`src/rtl/pwm_pkg.sv`:
```
// ============================================================================
// Module  : pwm_pkg
// Brief   : Shared types and helpers for the multi-channel pattern PWM.
// Revision: 1.0 - initial release
// ============================================================================
`default_nettype none

package pwm_pkg;

   typedef enum logic [1:0] {
      IDLE = 2'd0,
      RUN  = 2'd1,
      GAP  = 2'd2
   } state_e;

   // One spare bit so the channel index can also encode out-of-range values.
   function automatic int ch_idx_w(input int num_ch);
      return $clog2(num_ch) + 1;
   endfunction

endpackage

`default_nettype wire

```
`src/rtl/pwm_pattern_ch.sv`:
```
// ============================================================================
// Module  : pwm_pattern_ch
// Brief   : One pattern PWM channel: shadow/active config, FSM and counters.
//           Optional output inversion under MPWM_POLARITY_EN.
// Revision: 1.0 - initial release
// ============================================================================
`default_nettype none

module pwm_pattern_ch
   import pwm_pkg::*;
#(
   parameter int PAT_WIDTH = 32,
   parameter int DUTY_W    = 8,
   parameter int GAP_W     = 16,
   parameter int CNT_W     = 8
) (
   input  logic                 clk,
   input  logic                 rst,
`ifdef MPWM_POLARITY_EN
   input  logic                 cfg_inv,
`endif
   input  logic                 cfg_we,
   input  logic [DUTY_W-1:0]    cfg_duty,
   input  logic [GAP_W-1:0]     cfg_gap,
   input  logic [CNT_W-1:0]     cfg_num,
   input  logic [PAT_WIDTH-1:0] cfg_pat,
   input  logic                 start,
   input  logic                 stop,
   output logic                 pwm_out,
   output logic                 busy,
   output logic                 valid
);

   localparam int BIT_W = $clog2(PAT_WIDTH);
   localparam logic [BIT_W-1:0] c_msb = BIT_W'(PAT_WIDTH - 1);

   typedef struct packed {
      logic [DUTY_W-1:0]    duty;
      logic [GAP_W-1:0]     gap;
      logic [CNT_W-1:0]     num;
      logic [PAT_WIDTH-1:0] pat;
      logic                 inv;
   } cfg_t;

   cfg_t              w_cfg_in, r_shadow, r_active, w_active_nxt;
   state_e            r_state, w_state_nxt;
   logic [BIT_W-1:0]  r_bit, w_bit_nxt;
   logic [DUTY_W-1:0] r_hold, w_hold_nxt, w_hold_lim;
   logic [CNT_W-1:0]  r_burst, w_burst_nxt;
   logic [GAP_W-1:0]  r_gap_cnt, w_gap_nxt;
   logic              w_last_burst, w_valid_nxt, w_pwm_nxt, w_busy_nxt;
   logic              r_pwm, r_busy, r_valid;

   always_comb begin
      w_cfg_in.duty = cfg_duty;
      w_cfg_in.gap  = cfg_gap;
      w_cfg_in.num  = cfg_num;
      w_cfg_in.pat  = cfg_pat;
`ifdef MPWM_POLARITY_EN
      w_cfg_in.inv  = cfg_inv;
`else
      w_cfg_in.inv  = 1'b0;
`endif
   end

   // A duty of zero is treated as one clock per bit.
   assign w_hold_lim   = (r_active.duty == '0) ? '0 : r_active.duty - DUTY_W'(1);
   assign w_last_burst = (r_active.num != '0) &&
                         (((CNT_W+1)'(r_burst) + (CNT_W+1)'(1)) == {1'b0, r_active.num});

   always_comb begin
      w_state_nxt  = r_state;
      w_active_nxt = r_active;
      w_bit_nxt    = r_bit;
      w_hold_nxt   = r_hold;
      w_burst_nxt  = r_burst;
      w_gap_nxt    = r_gap_cnt;
      w_valid_nxt  = 1'b0;
      case (r_state)
         IDLE: begin
            if (start) begin
               w_active_nxt = r_shadow;
               w_bit_nxt    = c_msb;
               w_hold_nxt   = '0;
               w_burst_nxt  = '0;
               w_gap_nxt    = '0;
               w_state_nxt  = RUN;
            end
         end
         RUN: begin
            if (r_hold == w_hold_lim) begin
               w_hold_nxt = '0;
               if (r_bit == '0) begin
                  if (w_last_burst) begin
                     w_state_nxt = IDLE;
                     w_valid_nxt = 1'b1;
                  end else begin
                     if (r_burst != '1) w_burst_nxt = r_burst + CNT_W'(1);
                     w_bit_nxt = c_msb;
                     if (r_active.gap != '0) begin
                        w_state_nxt = GAP;
                        w_gap_nxt   = '0;
                     end
                  end
               end else begin
                  w_bit_nxt = r_bit - BIT_W'(1);
               end
            end else begin
               w_hold_nxt = r_hold + DUTY_W'(1);
            end
         end
         GAP: begin
            if (r_gap_cnt == r_active.gap - GAP_W'(1)) begin
               w_state_nxt = RUN;
               w_bit_nxt   = c_msb;
               w_hold_nxt  = '0;
            end else begin
               w_gap_nxt = r_gap_cnt + GAP_W'(1);
            end
         end
         default: w_state_nxt = IDLE;
      endcase
      // Abort overrides everything, including a same-cycle start.
      if (stop) begin
         w_state_nxt  = IDLE;
         w_active_nxt = r_active;
         w_valid_nxt  = 1'b0;
      end
      w_busy_nxt = (w_state_nxt != IDLE);
      w_pwm_nxt  = ((w_state_nxt == RUN) ? w_active_nxt.pat[w_bit_nxt] : 1'b0) ^ w_active_nxt.inv;
   end

   always_ff @(posedge clk) begin
      if (rst) begin
         r_shadow  <= '0;
         r_active  <= '0;
         r_state   <= IDLE;
         r_bit     <= '0;
         r_hold    <= '0;
         r_burst   <= '0;
         r_gap_cnt <= '0;
         r_pwm     <= 1'b0;
         r_busy    <= 1'b0;
         r_valid   <= 1'b0;
      end else begin
         if (cfg_we) r_shadow <= w_cfg_in;
         r_active  <= w_active_nxt;
         r_state   <= w_state_nxt;
         r_bit     <= w_bit_nxt;
         r_hold    <= w_hold_nxt;
         r_burst   <= w_burst_nxt;
         r_gap_cnt <= w_gap_nxt;
         r_pwm     <= w_pwm_nxt;
         r_busy    <= w_busy_nxt;
         r_valid   <= w_valid_nxt;
      end
   end

   assign pwm_out = r_pwm;
   assign busy    = r_busy;
   assign valid   = r_valid;

endmodule

`default_nettype wire

```
`src/rtl/multi_pattern_pwm.sv`:
```
// ============================================================================
// Module  : multi_pattern_pwm
// Brief   : N-channel pattern PWM with shared config port and start/stop masks.
//           Optional per-channel output polarity under MPWM_POLARITY_EN.
// Revision: 1.0 - initial release
// ============================================================================
`default_nettype none

module multi_pattern_pwm
   import pwm_pkg::*;
#(
   parameter int NUM_CH    = 4,
   parameter int PAT_WIDTH = 32,
   parameter int DUTY_W    = 8,
   parameter int GAP_W     = 16,
   parameter int CNT_W     = 8
) (
   input  logic                    clk,
   input  logic                    rst,
`ifdef MPWM_POLARITY_EN
   input  logic                    cfg_inv,
`endif
   input  logic                    cfg_we,
   input  logic [$clog2(NUM_CH):0] cfg_ch,
   input  logic [DUTY_W-1:0]       cfg_duty,
   input  logic [GAP_W-1:0]        cfg_gap,
   input  logic [CNT_W-1:0]        cfg_num,
   input  logic [PAT_WIDTH-1:0]    cfg_pat,
   input  logic [NUM_CH-1:0]       start,
   input  logic [NUM_CH-1:0]       stop,
   output logic [NUM_CH-1:0]       pwm_out,
   output logic [NUM_CH-1:0]       busy,
   output logic [NUM_CH-1:0]       valid,
   output logic                    cfg_err
);

   localparam int CH_IDX_W = ch_idx_w(NUM_CH);
   localparam logic [CH_IDX_W-1:0] c_num_ch = CH_IDX_W'(NUM_CH);

   logic r_cfg_err;

   always_ff @(posedge clk) begin
      if (rst) r_cfg_err <= 1'b0;
      else     r_cfg_err <= cfg_we && (cfg_ch >= c_num_ch);
   end

   assign cfg_err = r_cfg_err;

   genvar i;
   generate
      for (i = 0; i < NUM_CH; i++) begin : g_ch
         logic w_we;
         assign w_we = cfg_we && (cfg_ch == CH_IDX_W'(i));

         pwm_pattern_ch #(
            .PAT_WIDTH (PAT_WIDTH),
            .DUTY_W    (DUTY_W),
            .GAP_W     (GAP_W),
            .CNT_W     (CNT_W)
         ) u_ch (
            .clk      (clk),
            .rst      (rst),
`ifdef MPWM_POLARITY_EN
            .cfg_inv  (cfg_inv),
`endif
            .cfg_we   (w_we),
            .cfg_duty (cfg_duty),
            .cfg_gap  (cfg_gap),
            .cfg_num  (cfg_num),
            .cfg_pat  (cfg_pat),
            .start    (start[i]),
            .stop     (stop[i]),
            .pwm_out  (pwm_out[i]),
            .busy     (busy[i]),
            .valid    (valid[i])
         );
      end
   endgenerate

endmodule

`default_nettype wire

```
`config.mk`:
```
export PLATFORM = sky130hd
export DESIGN_NAME = multi_pattern_pwm
export DESIGN_NICKNAME = d
export VERILOG_FILES = /design/src/rtl/pwm_pkg.sv /design/src/rtl/pwm_pattern_ch.sv /design/src/rtl/multi_pattern_pwm.sv
export SDC_FILE = /design/constraint.sdc
export NUM_CORES = 2
export LEC_CHECK = 0
export CORE_MARGIN = 5
export CORE_UTILIZATION = 44
export DETAILED_ROUTE_END_ITERATION = 10
export GPL_ROUTABILITY_DRIVEN = 0
export SYNTH_ARGS = -nofsm -noshare
export SYNTH_HDL_FRONTEND = slang
export SYNTH_SLANG_ARGS = --single-unit
```
`constraint.sdc`:
```
create_clock -name clk -period 5 [get_ports clk]
set_clock_uncertainty 0.05 [all_clocks]
set_input_delay 1 -clock clk [delete_from_list [all_inputs] [get_ports clk]]
set_output_delay 1 -clock clk [all_outputs]
set_load 0.01 [all_outputs]
```
==> metrics.cfg <==
[sta]
worst_slack_ns=0.285
worstMarginPinSlew_ns=1.05
slew_headroom=0.293
drv_slew=0
max_freq_mhz=212
fin_crit_sh=0.943
fin_crit_ns=4.72
hold_ws_ns=0.394
rsz0062_at_grt=no
finalHoldViolations=0
setup_viol=0
tns_ns=0

[die]
core_area_sq_um=72700
std_cell_rows=99
die_w_um=280
die_y_um=280
ios=91
start_util=0.442
die_area_sq_um=78600

[final_layout]
fin_area_sq_um=36600
fin_nets=4169
final_util=0.504
drive_gt1_frac=0.0701
area_growth_pct=13.9
final_cells=5084

[clock_network]
ctsHoldBuffers=0
clk_latency_ns=0.62
cts_tree=yes
clk_pin_slew_ns=0.06
cts_buffers=76
root_buffer=clkbuf_16
clk_path_buf_depth=3
h-tree-depth=3
clock_sinks=685

[logic_synthesis]
synth_cell_type_count=100
synth_mux_area_frac=0.0557
ys_top_cells_by_area=dfxtp_1 43%, nand2_1 12%, a21oi_1 8.2%
async_flop_share=0
synth_top_family_by_area=simple AND/OR/NAND/NOR gates
synthSimpleGateAreaFrac=0.257
yosys.area.top_type=dfxtp_1
yosysTopAreaCellShare=0.427
synth-xor-area-share=0.0598
synth_compound_area_frac=0.152
syn_inst=4070
synth.most_common_cell=nand2_1
synthAdderAreaFrac=0.00934
syn_nets=4172
syn-cell-area_sq_um=32100
avgSynthCellArea_sq_um=7.90
synth_edf_count=0
synthFlopType=dfxtp_1
ys_seq_area_frac=0.427
ys_warn_count=0
synthTopCellsByCount=992 x nand2_1, 685 x dfxtp_1, 526 x a21oi_1
ys_ff_latch=685

[grt]
grt_pass1_vias=26000
track_usage=0.226
grt_max_degree=106
grt-ovfl-total=0
grt_antenna_before_repair=2
grt_pass1_wl_mm=145

[hold_path]
hp-class=reg2reg

[routing]
dr.pass1.iters=5
viasPerCell=5.49
wl_mm=91.8
vias=27900
ant_nets=0
drc=0
wire_per_inst_um=18.1
drtIter0Drc=2026

[setup_path]
cp-end-kind=flip-flop
crit_slowest_cell=or4b_4
cp_data_arrival_time_ns=5.16
cpPeakStageDelay_ns=0.51
critical_path_required_ns=5.45
cpMostUsedCell=mux2_4
crit_chain=inv_1 -> ha_1 -> or4b_4 -> o21ai_0 -> o22ai_1 -> a2111oi_4 -> nand4_1 -> nor3_2 -> a211oi_1 -> or2_1 -> mux2_4 -> mux4_2 -> a211oi_2 -> a22oi_1 -> mux2_4
critPathMaxFanout=7
path_delay_family=simple AND/OR/NAND/NOR gates
timing.setup.critical_path_class=reg2reg
worstSetupStartpointType=flip-flop
crit_buf_inv=1

[placed_design]
port_buffers=90
post-place-cells=4946
dp_hpwl_mm=62.6
dpl_cell_area_sq_um=33900
pre_cts_slack_ns=0.0428

[power_and_ir_drop]
p_int_mw=9.56
ir_worst_vdd_v=0.000285
p_seq_frac=0.445
power_mw=12.6
clockPowerShare=0.470
combPwrFrac=0.085
p_leak_nw=13.4
switchingPower_mw=3.07
p_per_area_nw_per_um2=345
p_sw_frac=0.243

[run_status]
status=complete, no violations

[flow_run]
maxCapViolCount=0

==> worst reg2reg max path, cell delays in order, from the launching register on <==
cell,delay (ns)
dfxtp_1,0.37
inv_1,0.08
ha_1,0.23
or4b_4,0.51
o21ai_0,0.22
o22ai_1,0.17
a2111oi_4,0.32
nand4_1,0.27
nor3_2,0.36
a211oi_1,0.17
or2_1,0.37
mux2_4,0.33
mux4_2,0.49
a211oi_2,0.22
a22oi_1,0.11
mux2_4,0.31
==> sequential cells by signal, indices dropped and copies added (netlist names) <==
name and count:
g_ch.u_ch.r_active 260, g_ch.u_ch.r_shadow 256, g_ch.u_ch.r_gap_cnt 64, g_ch.u_ch.r_burst 32
g_ch.u_ch.r_hold 32, g_ch.u_ch.r_bit 20, g_ch.u_ch.r_state 8, g_ch.u_ch.busy 4
g_ch.u_ch.pwm_out 4, g_ch.u_ch.valid 4, cfg_err 1
==> cell type report <==
cell class	instances	area (sq um)
clock buffer	106	2230
fill	7138	36100
antenna	1	2.50
tap	959	1200
timing repair buffer	165	1530
inverter	67	251
multi-input combinational	3072	17300
sequential	685	13700
clock inverter	29	439
==> power groups by stage <==
stage	clock [mW]	combinational, mW	sequential [mW]
CTS	6.06	1.06	5.61
global placement	0	1.05	5.73
detailed placement	0	1.06	5.73
finish	5.94	1.07	5.61
global route	6.31	1.16	5.62
floorplan	0	0.673	5.71
==> kinds of logic (layout without fill, tap and decap cells) <==
group,Yosys count,count (layout)
xor+xnor,218,218
flops,685,685
compound gates,825,825
simple gates,1831,1831
buf+inv,313,367
fa+ha+maj,24,24
mux,174,174
other cells,0,1
==> layout by cell type, fill, tap and decap left out, drive strengths merged, types with 39 or more instances in the layout <==
master         synthesis  routed
nand2                993     993
dfxtp                685     685
a21oi                527     527
nor2                 331     331
mux2i                151     151
xnor2                123     123
clkbuf               202     106
xor2                  94      94
clkdlybuf4s50          0      89
nor3                  80      80
buf                   44      76
inv                   66      68
o21ai                 66      66
nand3                 64      64
or3                   44      44
nor4                  41      41
nand4                 40      40
and3                  39      39
==> per-layer routing <==
layer,track usage,share of wire
met1,0.328,0.48
met2,0.355,0.44
met3,0.0402,0.055
met4,0.0448,0.018
met5,0,0.00014
==> path summary, 6_finish.rpt <==
check / from / end / slack [ns] / cells past startpoint
max: g_ch[1].u_ch.r_active[57] / g_ch[1].u_ch.pwm_out / 0.28 / 15
max reg2reg: g_ch[1].u_ch.r_active[57] / g_ch[1].u_ch.pwm_out / 0.28 / 15
min reg2reg: g_ch[3].u_ch.r_active[0] / g_ch[3].u_ch.r_active[0] / 0.39 / 2
min: g_ch[3].u_ch.r_active[0] / g_ch[3].u_ch.r_active[0] / 0.39 / 2
==> timing repair <==
item,in CTS,in global routing
setup endpoints to repair,0,2
resized for setup,0,4
buffers inserted,0,2
No activity file was read; power rests on OpenSTA's default activity.
